**src/rtl/selector_frame_loader.sv**
```systemverilog
// Byte-stream loader for the selector datapath. It parses a header byte and then
// operands A and B, sent MSB first, and holds the assembled set under a valid/ready handshake.
module selector_frame_loader #(
  parameter int         N_BITS   = 16,
  parameter int         N_BYTES  = N_BITS / 8,
  parameter logic [3:0] HDR_MARK = 4'hA
) (
  input  logic                     i_clk,
  input  logic                     i_rst_n,
  input  logic [7:0]               i_byte,
  input  logic                     i_valid,
  output logic                     o_ready,
  output logic signed [N_BITS-1:0] o_dataA,
  output logic signed [N_BITS-1:0] o_dataB,
  output logic [1:0]               o_sel,
  output logic                     o_valid,
  input  logic                     i_ready,
  output logic [7:0]               o_err_cnt
);

  localparam logic [1:0] IDLE   = 2'd0;
  localparam logic [1:0] LOAD_A = 2'd1;
  localparam logic [1:0] LOAD_B = 2'd2;
  localparam logic [1:0] HOLD   = 2'd3;

  localparam int             CNT_W = (N_BYTES > 1) ? $clog2(N_BYTES) : 1;
  localparam logic [CNT_W-1:0] LAST = CNT_W'(N_BYTES - 1);

  logic [1:0]               state_q, state_d;
  logic [CNT_W-1:0]         cnt_q, cnt_d;
  logic signed [N_BITS-1:0] data_a_q, data_a_d;
  logic signed [N_BITS-1:0] data_b_q, data_b_d;
  logic [1:0]               sel_q, sel_d;
  logic [7:0]               err_q, err_d;
  logic [N_BITS-1:0]        shift_a, shift_b;
  logic                     accept;
  logic                     hdr_ok;

  // A single-byte operand has nothing to shift, so it loads directly.
  generate
    if (N_BITS == 8) begin : g_direct
      assign shift_a = i_byte;
      assign shift_b = i_byte;
    end else begin : g_shift
      assign shift_a = {data_a_q[N_BITS-9:0], i_byte};
      assign shift_b = {data_b_q[N_BITS-9:0], i_byte};
    end
  endgenerate

  assign o_ready = (state_q != HOLD);
  assign accept  = i_valid & o_ready;
  assign hdr_ok  = (i_byte[7:4] == HDR_MARK);

  always_comb begin
    state_d  = state_q;
    cnt_d    = cnt_q;
    data_a_d = data_a_q;
    data_b_d = data_b_q;
    sel_d    = sel_q;
    err_d    = err_q;
    case (state_q)
      IDLE: begin
        if (accept) begin
          if (hdr_ok) begin
            sel_d   = i_byte[1:0];
            state_d = LOAD_A;
            cnt_d   = '0;
          end else if (err_q != 8'hFF) begin
            err_d = err_q + 8'd1;
          end
        end
      end
      LOAD_A: begin
        if (accept) begin
          data_a_d = shift_a;
          if (cnt_q == LAST) begin
            state_d = LOAD_B;
            cnt_d   = '0;
          end else begin
            cnt_d = cnt_q + 1'b1;
          end
        end
      end
      LOAD_B: begin
        if (accept) begin
          data_b_d = shift_b;
          if (cnt_q == LAST) begin
            state_d = HOLD;
            cnt_d   = '0;
          end else begin
            cnt_d = cnt_q + 1'b1;
          end
        end
      end
      HOLD: begin
        if (i_ready) state_d = IDLE;
      end
      default: state_d = IDLE;
    endcase
  end

  always_ff @(posedge i_clk or negedge i_rst_n) begin
    if (!i_rst_n) begin
      state_q  <= IDLE;
      cnt_q    <= '0;
      data_a_q <= '0;
      data_b_q <= '0;
      sel_q    <= '0;
      err_q    <= '0;
    end else begin
      state_q  <= state_d;
      cnt_q    <= cnt_d;
      data_a_q <= data_a_d;
      data_b_q <= data_b_d;
      sel_q    <= sel_d;
      err_q    <= err_d;
    end
  end

  assign o_dataA   = data_a_q;
  assign o_dataB   = data_b_q;
  assign o_sel     = sel_q;
  assign o_valid   = (state_q == HOLD);
  assign o_err_cnt = err_q;

endmodule
```
**config.mk**
```make
export PLATFORM = sky130hd
export DESIGN_NAME = selector_frame_loader
export DESIGN_NICKNAME = d
export VERILOG_FILES = /design/src/rtl/selector_frame_loader.sv
export SDC_FILE = /design/constraint.sdc
export NUM_CORES = 1
export LEC_CHECK = 0
export BUFFER_PORTS_ARGS = -buffer_cell sky130_fd_sc_hd__buf_4
export CORE_MARGIN = 3
export CORE_UTILIZATION = 45
export CTS_CLUSTER_DIAMETER = 60
export DETAILED_ROUTE_END_ITERATION = 10
export PLACE_DENSITY = 0.75
export SETUP_SLACK_MARGIN = 0.3
export SLEW_MARGIN = 20
export SYNTH_ARGS = -nofsm -noshare
export SYNTH_HDL_FRONTEND = slang
export SYNTH_SLANG_ARGS = --single-unit
export TNS_END_PERCENT = 100
```
**constraint.sdc**
```tcl
create_clock -name i_clk -period 4.3 [get_ports i_clk]
set_input_delay 0.43 -clock i_clk [delete_from_list [all_inputs] [get_ports i_clk]]
set_output_delay 0.43 -clock i_clk [all_outputs]
set_load 0.01 [all_outputs]
```
# Word-level counts from Yosys, hierarchy flattened
# Cells that the tools add are included.
# totals
regBits,45
n_memories,0
romBits,0
inputBits,12
word_cells,46
ram_bits,0
latchBits,0
output_inout_bits,44
# op_classes
n_addsub,2
n_lt_le_gt_ge,0
div,0
n_mux,13
eq_ne,14
n_shift,0
mul,0
n_bitwise,2
n_reduce_logical,9
# op_table
cell,count
two-way mux 2 bit,7
"inequality test 2 bit, second input constant",7
"adder 8 x 1 -> 8 bit, second input constant",1
"inequality test 8 bit, second input constant",1
case mux 2 bit (4 select lines),1
AND reduction 4 bit,2
AND reduction 7 bit,1
"== test 2 bit, second input constant",2
"== test 4 bit, second input constant",1
two-way mux 1 bit,4
"inequality test 2 x 1 -> 1 bit, second input constant",2
AND reduction 2 bit,2
AND reduction 3 bit,1
"== test 2 x 1 -> 1 bit, second input constant",1
zero test 2 bit,1
case mux 1 bit (2 select lines),1
nonzero test 2 bit,1
OR reduction 2 bit,1
"adder 1 bit, second input constant",1
bitwise AND 1 bit,1
NOT 1 bit,1

# Logic depth before layout (Yosys ltp)
# Gate-level depths: netlist of run 1.
# logic_depth
ltp_word,4
ltp_mapped,7
depth_no_buf,6

# Least setup slack after synthesis of run 1
# Ideal clock, no wire load.
# synth_path
path_type,register to register
startpoint,reg state_q[1]
endpoint,reg err_q[1] (netlist: o_err_cnt[1])
slack_ps,2587
stages_incl_launch_ff,8
synth_period_minus_slack_ps,1713
required_ps,4175
setup_time_ps,125
n_path_buf,2
arrival_time_ps,1588
path_cell_list,dfrtp_1 > ha_1 > nor2b_1 > buf_2 > and3b_1 > buf_6 > and2_4 > mux2_4
# synth_between
elab_chain_cells,3
elab_cells_between_ends,4
classes_between,1 x eq/ne; 1 x bitwise; 2 x reduce/logical
# synth_lines
element,line_no,text
"start, declared",29,"logic [1:0] state_q, state_d;"
"start signal, assigned",111,state_q <= state_d;
inequality test 2 bit,50,assign o_ready = (state_q != HOLD);
bitwise AND 1 bit,51,assign accept = i_valid & o_ready;
AND reduction 4 bit (no source line) *,n/a,
"end signal, assigned",116,err_q <= err_d;
"end, declared",34,"logic [7:0] err_q, err_d;"
# Every way passes the cells marked *; elsewhere a longest branch is shown, timed or not.
# A chain may end at the register's enable or synchronous reset.

# Final worst setup path of run 1
# layout_path
startpoint,reg state_q[1]
endpoint,reg data_a_q[3] (netlist: o_dataA[3])
# layout_between
elab_chain_cells,3
elab_cells_between_ends,4
classes_between,2 x eq/ne; 1 x bitwise; 1 x reduce/logical
# layout_lines
element,line_no,text
inequality test 2 bit,50,
bitwise AND 1 bit,51,
AND reduction 2 bit (no source line) *,n/a,
"end signal, assigned",113,data_a_q <= data_a_d;
"end, declared",31,"logic signed [N_BITS-1:0] data_a_q, data_a_d;"
# Marked as above.

==> impl_metrics.ini, run 1 <==
[synth]
synth_adder_area_share = 0.0456
synth_nets = 154
synth_top_family_by_area = multiplexers
syn_area_sq_um = 1920
synthMuxAreaShare = 0.218
synth_xor_area_frac = 0.0319
synth.avg_cell_area_sq_um = 14.2
synth_compound_area_frac = 0.00978
synth-simple-area-share = 0.0860
synth.distinct_cells = 26
yosysWarnings = 0
ys_seq_area_frac = 0.587
ys_ff_latch = 45
syn_inst = 135

[place]
io_buffers = 55
dp_cells = 236
place_area_sq_um = 2370
dpl.hpwl_um = 2860
dp_slack_ns = 2.19
place.gp.congestion = 0.731

[drt]
drc = 0
viasPerCell = 5.09
drtIter0Drc = 44
vias = 1241
wire_per_inst_um = 15.6
first_pass_iters = 4
drt-total-wl_um = 3800
final_antenna_net_count = 0

[setup_path]
cp.depth = 4
crit_chain = ha_1, nor2b_1, nand2_1, mux2_2
critPathKind = flop to flop
cp.arrival_ns = 2.32
path_max_fanout = 16
critPathBufInv = 0
slowest_stage = nand2_1
critical_path.top_delay_family = simple AND/OR/NAND/NOR gates
max_stage_delay_ns = 0.55
worst_ep_required_time_ns = 4.48
reg2regPathDepth = 4
end_kind = flop
cp-start-kind = flop

[finish]
drive_gt1_frac = 0.515
finalInstanceArea_sq_um = 2470
finalNetCount = 212
fillers = 328
area_growth_pct = 28.7
final_common_cell = buf_4
finalNonFillerCells = 244
final_cell_mix = 55 x buf_4, 45 x dfrtp_1, 35 x mux2_2
num_antenna_cells = 0

[power_and_ir_drop]
p_leak_nw = 1.21
clock_power_share = 0.148
p_sw_w = 0.000636
pwr-share-seq = 0.405
intPower_w = 0.00125
peakVddDrop_v = 0.000427
combPwrFrac = 0.447
power_density_nw_per_um2 = 764
switching_share = 0.337

[clock_tree]
clk_pin_slew_ns = 0.08
cts_hold_buf = 0
ctsResizeCount = 0
cts_root_buffer = clkbuf_8
cts_buffer_depth = 2
cts_buffers = 5
cts_tree = yes
htreeDepth = 2
clock_sinks = 45
clk_latency_ns = 0.29
cts_setup_buffers = 0

[global_route]
grtUsageTotal = 0.163
grt_start_max_net_pins = 46
grt_pass1_wl_um = 6530
antenna_found_initial = 0
grt_overflow_total = 0
first_global_vias = 1333

[die]
num_rows = 23
io_pins = 56
fp.dieW_um = 71.3
fp.dieH_um = 71.3
start_util = 0.473
dieArea_sq_um = 5090
core_area_sq_um = 4060

[timing]
max_slew.worst_pin.slew_ns = 0.725
setup_slack_ns = 2.16
layout_min_cycle_time_ns = 2.14
hold_viol = 0
fin_worst_skew_ns = 0.00952
worst_slew_margin_rel = 0.516
tns_ns = 0
post-route-period-util = 0.497
finalSetupViolations = 0
slew_viol_final = 0
fmax_ghz = 0.468
rsz0062_at_grt = no

[flow_run]
drv_cap = 0

[status]
status = complete, no violations

[hold_path]
min-delay-path-class = primary input to async pin
==> kinds of logic after synthesis <==
kind of cell    count (synthesis)
simple gates                   28
flops                          45
buf+inv                         8
compound gates                  3
fa+ha+maj                       7
xor+xnor                        7
mux                            37
==> layer usage <==
| metal | up-vias | wire (um) | part of all wire | global-route usage |
|---|---|---|---|---|
| li1 | 585 | - | - | - |
| met1 | 606 | 1600 | 0.42 | 0.202 |
| met2 | 45 | 1870 | 0.49 | 0.270 |
| met3 | 5 | 296 | 0.078 | 0.0645 |
| met4 | 0 | 34 | 0.0090 | 0.0376 |
| met5 | - | 0 | 0 | 0 |
==> power groups by stage <==
stage | clock network (W) | registers, W | logic (W)
finish | 0.000279 | 0.000765 | 0.000844
global route | 0.000307 | 0.000795 | 0.000923
CTS | 0.000286 | 0.000767 | 0.000859
detailed placement | 0 | 0.000772 | 0.000857
global placement | 0 | 0.000763 | 0.000819
floorplan | 0 | 0.000830 | 0.000389
==> state kept, by name, summed over array words and instances, names as in the netlist <==
| name | flops |
|---|---|
| o_dataA | 16 |
| o_dataB | 16 |
| o_err_cnt | 8 |
| o_sel | 2 |
| state_q | 2 |
| cnt_q | 1 |
==> stage by stage <==
stage / total power (W) / hold slack (ns) / util
floorplan: 0.00122 / 0.134 / -
global placement: 0.00158 / 0.449 / 0.584
detailed placement: 0.00163 / 0.463 / 0.584
CTS: 0.00191 / 0.146 / 0.609
global route: 0.00203 / 0.158 / 0.609
finish: 0.00189 / 0.122 / 0.609
==> cells in the mapped netlist <==
cell	n	area (sq um)
dfrtp_1	45	1130
mux2_2	35	394
ha_1	7	87.6
xnor2_1	6	52.6
and3_1	5	31.3
inv_1	4	15.0
nand3_1	4	20.0
nor2_1	4	15.0
buf_2	3	15.0
nand4_1	3	18.8
nand2_1	2	7.51
nor2b_1	2	12.5
nor3_1	2	10.0
and2_1	1	6.26
and2_4	1	8.76
and3b_1	1	8.76
and4bb_1	1	12.5
buf_6	1	11.3
mux2_4	1	15.0
mux2i_1	1	10.0
nand2b_1	1	6.26
nand3b_1	1	7.51
o21ai_0	1	5.00
o22ai_1	1	6.26
o31ai_1	1	7.51
xor2_1	1	8.76
==> final cells by class <==
class	instances	area (sq um)	share of cell area
Timing Repair Buffer	55	413	0.167
Inverter	4	15.0	0.00608
Multi-Input combinational cell	82	752	0.304
Clock buffer	7	96.3	0.0390
Clock inverter	1	5.00	0.00203
Sequential cell	45	1130	0.456
Tap cell	50	62.6	0.0253
==> final timing paths <==
| kind | startpoint | to | slack, ns |
|---|---|---|---|
| min | i_rst_n | o_dataA[13] | 0.12 |
| min in group i_clk | i_byte[2] | o_dataA[2] | 0.38 |
| max | state_q[1] | o_dataA[3] | 2.16 |
| min reg2reg | o_dataA[11] | o_dataA[11] | 0.51 |
| max reg2reg | state_q[1] | o_dataA[3] | 2.16 |
| max in group asynchronous | i_rst_n | state_q[0] | 3.80 |
Power figures use the tool's default switching activity.
==> run 2: changes to the inputs <==
--- a/config.mk
+++ b/config.mk
@@ -5,12 +5,13 @@
 export SDC_FILE = /design/constraint.sdc
 export NUM_CORES = 1
 export LEC_CHECK = 0
+export ABC_AREA = 1
 export BUFFER_PORTS_ARGS = -buffer_cell sky130_fd_sc_hd__buf_4
 export CORE_MARGIN = 3
 export CORE_UTILIZATION = 45
 export CTS_CLUSTER_DIAMETER = 60
 export DETAILED_ROUTE_END_ITERATION = 10
-export PLACE_DENSITY = 0.75
+export PLACE_DENSITY = 0.76
 export SETUP_SLACK_MARGIN = 0.3
 export SLEW_MARGIN = 20
 export SYNTH_ARGS = -nofsm -noshare
==> constraint.sdc (replaced) <==
create_clock -name i_clk -period 1.75 [get_ports i_clk]
set_input_delay 0.175 -clock i_clk [delete_from_list [all_inputs] [get_ports i_clk]]
set_output_delay 0.175 -clock i_clk [all_outputs]
set_load 0.01 [all_outputs]
==> run 2 against run 1 <==
  * Non-clock buffer count grew 13
  * Utilization grew 2.7 points
  * Critical path depth is the same
  * Sequential power grew 140%
  * Worst hold slack gained 0.026 ns
==> impl_metrics.ini, run 2 <==
[status]
status = complete, no violations

[place]
io_buffers = 55
dp_slack_ns = 0.188
dp_cells = 345
dpl.hpwl_um = 3310
place_area_sq_um = 2580
place.gp.congestion = 0.791

[drt]
routed-wl-met3_um = 269
vias = 1802
drtIter0Drc = 155
drt-total-wl_um = 4940
wire_per_inst_um = 13.5
met2_length_um = 2300
wirelength_met1_um = 2320
highest_layer = met4
final_antenna_net_count = 0
drc = 0
first_pass_iters = 4
viasPerCell = 4.91

[finish]
finalNetCount = 333
num_antenna_cells = 0
area_growth_pct = 31.8
finalNonFillerCells = 367
drive_gt1_frac = 0.327
final_cell_mix = 88 x nand2_1, 66 x buf_4, 44 x dfrtp_1
finalInstanceArea_sq_um = 2860
final_common_cell = nand2_1

[clock_tree]
clock_sinks = 45
clk_latency_ns = 0.29
cts_root_buffer = clkbuf_8
cts_tree = yes
cts_buffer_depth = 2
cts_buffers = 5
clk_pin_slew_ns = 0.08
htreeDepth = 2

[flow_run]
drv_cap = 0

[setup_path]
critical_path.top_delay_family = flip-flops
r2r-start = state_q[1]
max_stage_delay_ns = 0.44
reg2regPathDepth = 8
slowest_stage = dfrtp_1
cpMostUsedCell = buf_4
critPathKind = flop to output port
cp.arrival_ns = 1.27
cp-start-kind = flop
r2r_setup_slack_ns = 0.32
path_max_fanout = 5
cp.depth = 4
end_kind = output port
crit_chain = ha_2, inv_2, buf_4, buf_4
startpoint = state_q[1]
critPathBufInv = 3
worst_ep_required_time_ns = 1.57

[timing]
layout_min_cycle_time_ns = 1.45
rsz0062_at_grt = yes
hold_viol = 0
max_slew.worst_pin.slew_ns = 0.567
fin_worst_skew_ns = 0.00455
finalSetupViolations = 0
post-route-period-util = 0.828
tns_ns = 0
setup_slack_ns = 0.302
fmax_ghz = 0.691
slew_viol_final = 0
worst_slew_margin_rel = 0.622

[synth]
synth.distinct_cells = 25
yosysMostFrequentCell = nand2_1
ys.flop_type = dfrtp_1
syn_inst = 245
synth.area.top_cells = dfrtp_1 52%, nand2_1 15%, o21ai_0 5.8%, nand3_1 4.6%, ha_1 4.0%
synth_top_area_share = 0.519
ys_seq_area_frac = 0.519
yosys-top-cells-count = 89 x nand2_1, 45 x dfrtp_1, 25 x o21ai_0
yosysWarnings = 0
ys_ff_latch = 45
synth.avg_cell_area_sq_um = 8.86
synth_enable_flop_cells = 0
ys_async_sr_fraction = 1.00
syn_area_sq_um = 2170
synth_top_cell_by_area = dfrtp_1
synth_nets = 264

[global_route]
grtUsageTotal = 0.179
grt_pass1_wl_um = 7800
grt_start_max_net_pins = 46
antenna_found_initial = 0
first_global_vias = 1641
grt_overflow_total = 0

[die]
fp.dieW_um = 75.5
io_pins = 56
dieArea_sq_um = 5690
start_util = 0.482
core_area_sq_um = 4500
fp.dieH_um = 75.5
num_rows = 24

[hold_path]
worstHoldStart = i_byte[2]
min-delay-path-class = primary input to flop
holdPathStages = 3

[power_and_ir_drop]
p_leak_nw = 1.58
peakVddDrop_v = 0.000781
power_density_nw_per_um2 = 1700
## run 2: cell types whose count changed after synthesis, sizes merged, moves of 4 or more
cell   delta
nand2    +93
mux2     -36
o21ai    +26
inv      +19
nand3    +18
and3      -5
nor2      +5
xnor2     -5
buf       +4
## run 2: final cells by class
cell class | count | area (sq um)
Clock buffer | 6 | 72.6
Clock inverter | 2 | 38.8
Fill cell | 383 | 1640
Inverter | 23 | 93.8
Multi-Input combinational cell | 170 | 933
Sequential cell | 45 | 1130
Tap cell | 52 | 65.1
Timing Repair Buffer | 68 | 526
Timing Repair inverter | 1 | 5.00
## run 2: cells by family after synthesis
logic type      synth area share
simple gates               0.288
flops                      0.519
compound gates            0.0663
xor+xnor                  0.0121
buf+inv                   0.0743
fa+ha+maj                 0.0403
## run 2: stage by stage
stage / hold slack [ns] / total power (W) / util
2_1_floorplan: -0.121 / 0.00296 / -
3_3_place_gp: 0.205 / 0.00377 / 0.574
3_5_place_dp: 0.204 / 0.00383 / 0.574
4_1_cts: 0.154 / 0.00465 / 0.608
5_1_grt: 0.168 / 0.00525 / 0.635
6_report: 0.148 / 0.00487 / 0.635
## run 2: path summary, 6_finish.rpt
| kind | to |
|---|---|
| worst max-delay path | o_ready |
| worst min-delay path | o_dataA[2] |
| worst max register to register | o_err_cnt[1] |
| worst min register to register | o_dataB[8] |
| max in group asynchronous | state_q[0] |
| min in group asynchronous | o_dataB[11] |
## run 2: what timing repair did
item,in CTS,in global routing
gates cloned,0,2
pin swaps,1,9
endpoints found under the setup margin,42,42
resized for setup,4,13
hold buffers,1,0
hold endpoints to repair,45,0
setup buffers,3,8
## run 2: report_power, final
| group | switching, W | internal [W] | leakage, nW |
|---|---|---|---|
| Combinational | 0.00120 | 0.00107 | 0.944 |
| Sequential | 0.000353 | 0.00147 | 0.577 |
| Clock | 0.000345 | 0.000429 | 0.0554 |
| Total | 0.00190 | 0.00297 | 1.58 |
## run 2: per-layer routing
metal  up-vias  track usage
met5         -            0
met4         0       0.0524
met3         4       0.0356
met2        51        0.279
met1       835        0.255
li1        912            -
## run 2: tightest hold or removal path, delay by kind of cell
family / cells / cell delay [ns]
buf+inv: 2 / 0.17
compound gates: 1 / 0.07
==> run 3: changes to the inputs <==
==> constraint.sdc (replaced) <==
create_clock -name i_clk -period 1.23 [get_ports i_clk]
set_input_delay 0.123 -clock i_clk [delete_from_list [all_inputs] [get_ports i_clk]]
set_output_delay 0.123 -clock i_clk [all_outputs]
set_load 0.01 [all_outputs]
==> run 3 against run 2 <==
  * The run now ends with setup timing left
  * Sequential power rose by 49%
  * First-iteration DRC count rose to 2.8 times the previous value
  * Clock skew increased by 0.0072 ns
  * Critical path depth increased by 4
  * Non-clock buffer count is 69 higher
  * Design area increased by 39%
  * Sequential share of layout area shrank 11 points
  * Worst hold slack got worse by 0.049 ns
  * Global-route usage rose by 8.7 points
  * Count of clock-buffer cells in the layout is the same
  * Routed wire length grew 95%
  * Die area unchanged
==> impl_metrics.ini, run 3 (synthesis results as in run 2) <==
[status]
status = complete, but fails checks
violations = setup timing

[setup_path]
end_kind = flop
r2r_setup_slack_ns = -0.26
timing.rr.end = o_err_cnt[6]
reg2regPathDepth = 8
critPathKind = flop to flop
cp-start-kind = flop
cp.arrival_ns = 1.68
worst_ep_required_time_ns = 1.42
r2r-start = state_q[1]
path_max_fanout = 6

[hold_path]
hold_end = o_dataB[3]
worstHoldStart = i_byte[3]
min-delay-path-class = primary input to flop
holdPathStages = 3

[timing]
slew_viol_final = 0
post-route-period-util = 1.21
fin_worst_skew_ns = 0.0117
hold_viol = 0
worst_slew_margin_rel = 0.609
fmax_ghz = 0.672
max_slew.worst_pin.slew_ns = 0.587
rsz0062_at_grt = yes
setup_slack_ns = -0.259
finalSetupViolations = 47
layout_min_cycle_time_ns = 1.49

[clock_tree]
clk_latency_ns = 0.31
clk_pin_slew_ns = 0.10
clock_sinks = 45
cts_root_buffer = clkbuf_8
cts_tree = yes
htreeDepth = 2
cts_buffers = 5
cts_buffer_depth = 2

[place]
place_area_sq_um = 2720
io_buffers = 55
dp_cells = 357
place.gp.congestion = 0.778
dpl.hpwl_um = 3530

[finish]
regArea_sq_um = 1130
fillers = 194
finalNetCount = 407
finalInstanceArea_sq_um = 3960
area_growth_pct = 82.6
finalNonFillerCells = 441
final_common_cell = buf_4
multi_input_area_sq_um = 1270
num_antenna_cells = 0
final_util = 0.880
drive_gt1_frac = 0.589
final_cell_mix = 75 x buf_4, 56 x nand2_1, 55 x buf_6

[drt]
drtIter0Drc = 436
drt-total-wl_um = 9630
drc = 0
final_antenna_net_count = 0
vias = 2590
wire_per_inst_um = 21.8
viasPerCell = 5.87
first_pass_iters = 5

[die]
start_util = 0.482
dieArea_sq_um = 5690
core_area_sq_um = 4500
io_pins = 56
num_rows = 24
fp.dieW_um = 75.5
fp.dieH_um = 75.5

[power_and_ir_drop]
p_leak_nw = 2.05
peakVddDrop_v = 0.00154
power_density_nw_per_um2 = 2620
total_power_w = 0.0104

[global_route]
first_global_vias = 2317
grtUsageTotal = 0.266
grt_overflow_total = 0
grt_start_max_net_pins = 46
grt_pass1_wl_um = 11200
antenna_found_initial = 0

[flow_run]
drv_cap = 0
run 3: cell types whose count changed in the layout (fill, tap and decap cells not counted), sizes merged:
cell | previous run | this run
buf | 67 | 136
bufinv | 1 | 0
nand2 | 95 | 101
run 3: where the power goes:
| group | total [W] | internal, W | switching [W] | leakage, nW |
|---|---|---|---|---|
| Clock | 0.00101 | 0.000457 | 0.000553 | 0.0512 |
| Sequential | 0.00271 | 0.00210 | 0.000606 | 0.572 |
| Combinational | 0.00665 | 0.00346 | 0.00319 | 1.42 |
run 3: worst max path at each step:
stage,from,endpoint,cells past startpoint
after floorplan,state_q[1],o_dataA[4],8
after global placement,state_q[1],o_err_cnt[0],8
after detailed placement,state_q[1],o_err_cnt[5],8
after CTS,state_q[1],state_q[0],8
after global routing,state_q[1],o_err_cnt[7],7
final,state_q[1],o_err_cnt[6],8
run 3: per-stage QoR:
step,hold slack [ns],setup WS [ns],TNS [ns]
after global placement,0.154,-0.134,-3.60
after CTS,0.0875,-0.194,-5.65
after floorplan,-0.173,-0.109,-4.06
after detailed placement,0.157,-0.229,-5.66
final,0.0992,-0.259,-8.74
after global routing,0.104,-0.341,-10.47
run 3: area by class of cell:
class	count	share of cell area
repair buffers	137	0.329
multi-input cells	176	0.320
flip-flops and latches	45	0.286
inverters	23	0.0249
clock buffers	6	0.0208
well taps	52	0.0164
clock inverters	2	0.00347
run 3: timing repair:
action	CTS	global route
pin swaps	14	17
cloned	5	2
buffers inserted	46	22
gates resized for setup	113	46
setup endpoints to repair	89	89
endpoints found under the hold margin	45	0
hold buffers	1	0
run 3: metal layers:
metal | up-vias | GRT usage | routed length [um]
li1 | 1073 | - | -
met1 | 1233 | 0.323 | 3350
met2 | 223 | 0.470 | 4890
met3 | 61 | 0.0462 | 863
met4 | 0 | 0.101 | 529
met5 | - | 0 | 0
run 3: worst max-delay path: stages, from the launching register on:
cell and delay (ns):
dfrtp_2 0.47, ha_4 0.20, inv_4 0.06, nand2_4 0.07, inv_8 0.09, buf_8 0.12
nand3_4 0.11, o21ai_2 0.18, nand2_1 0.08
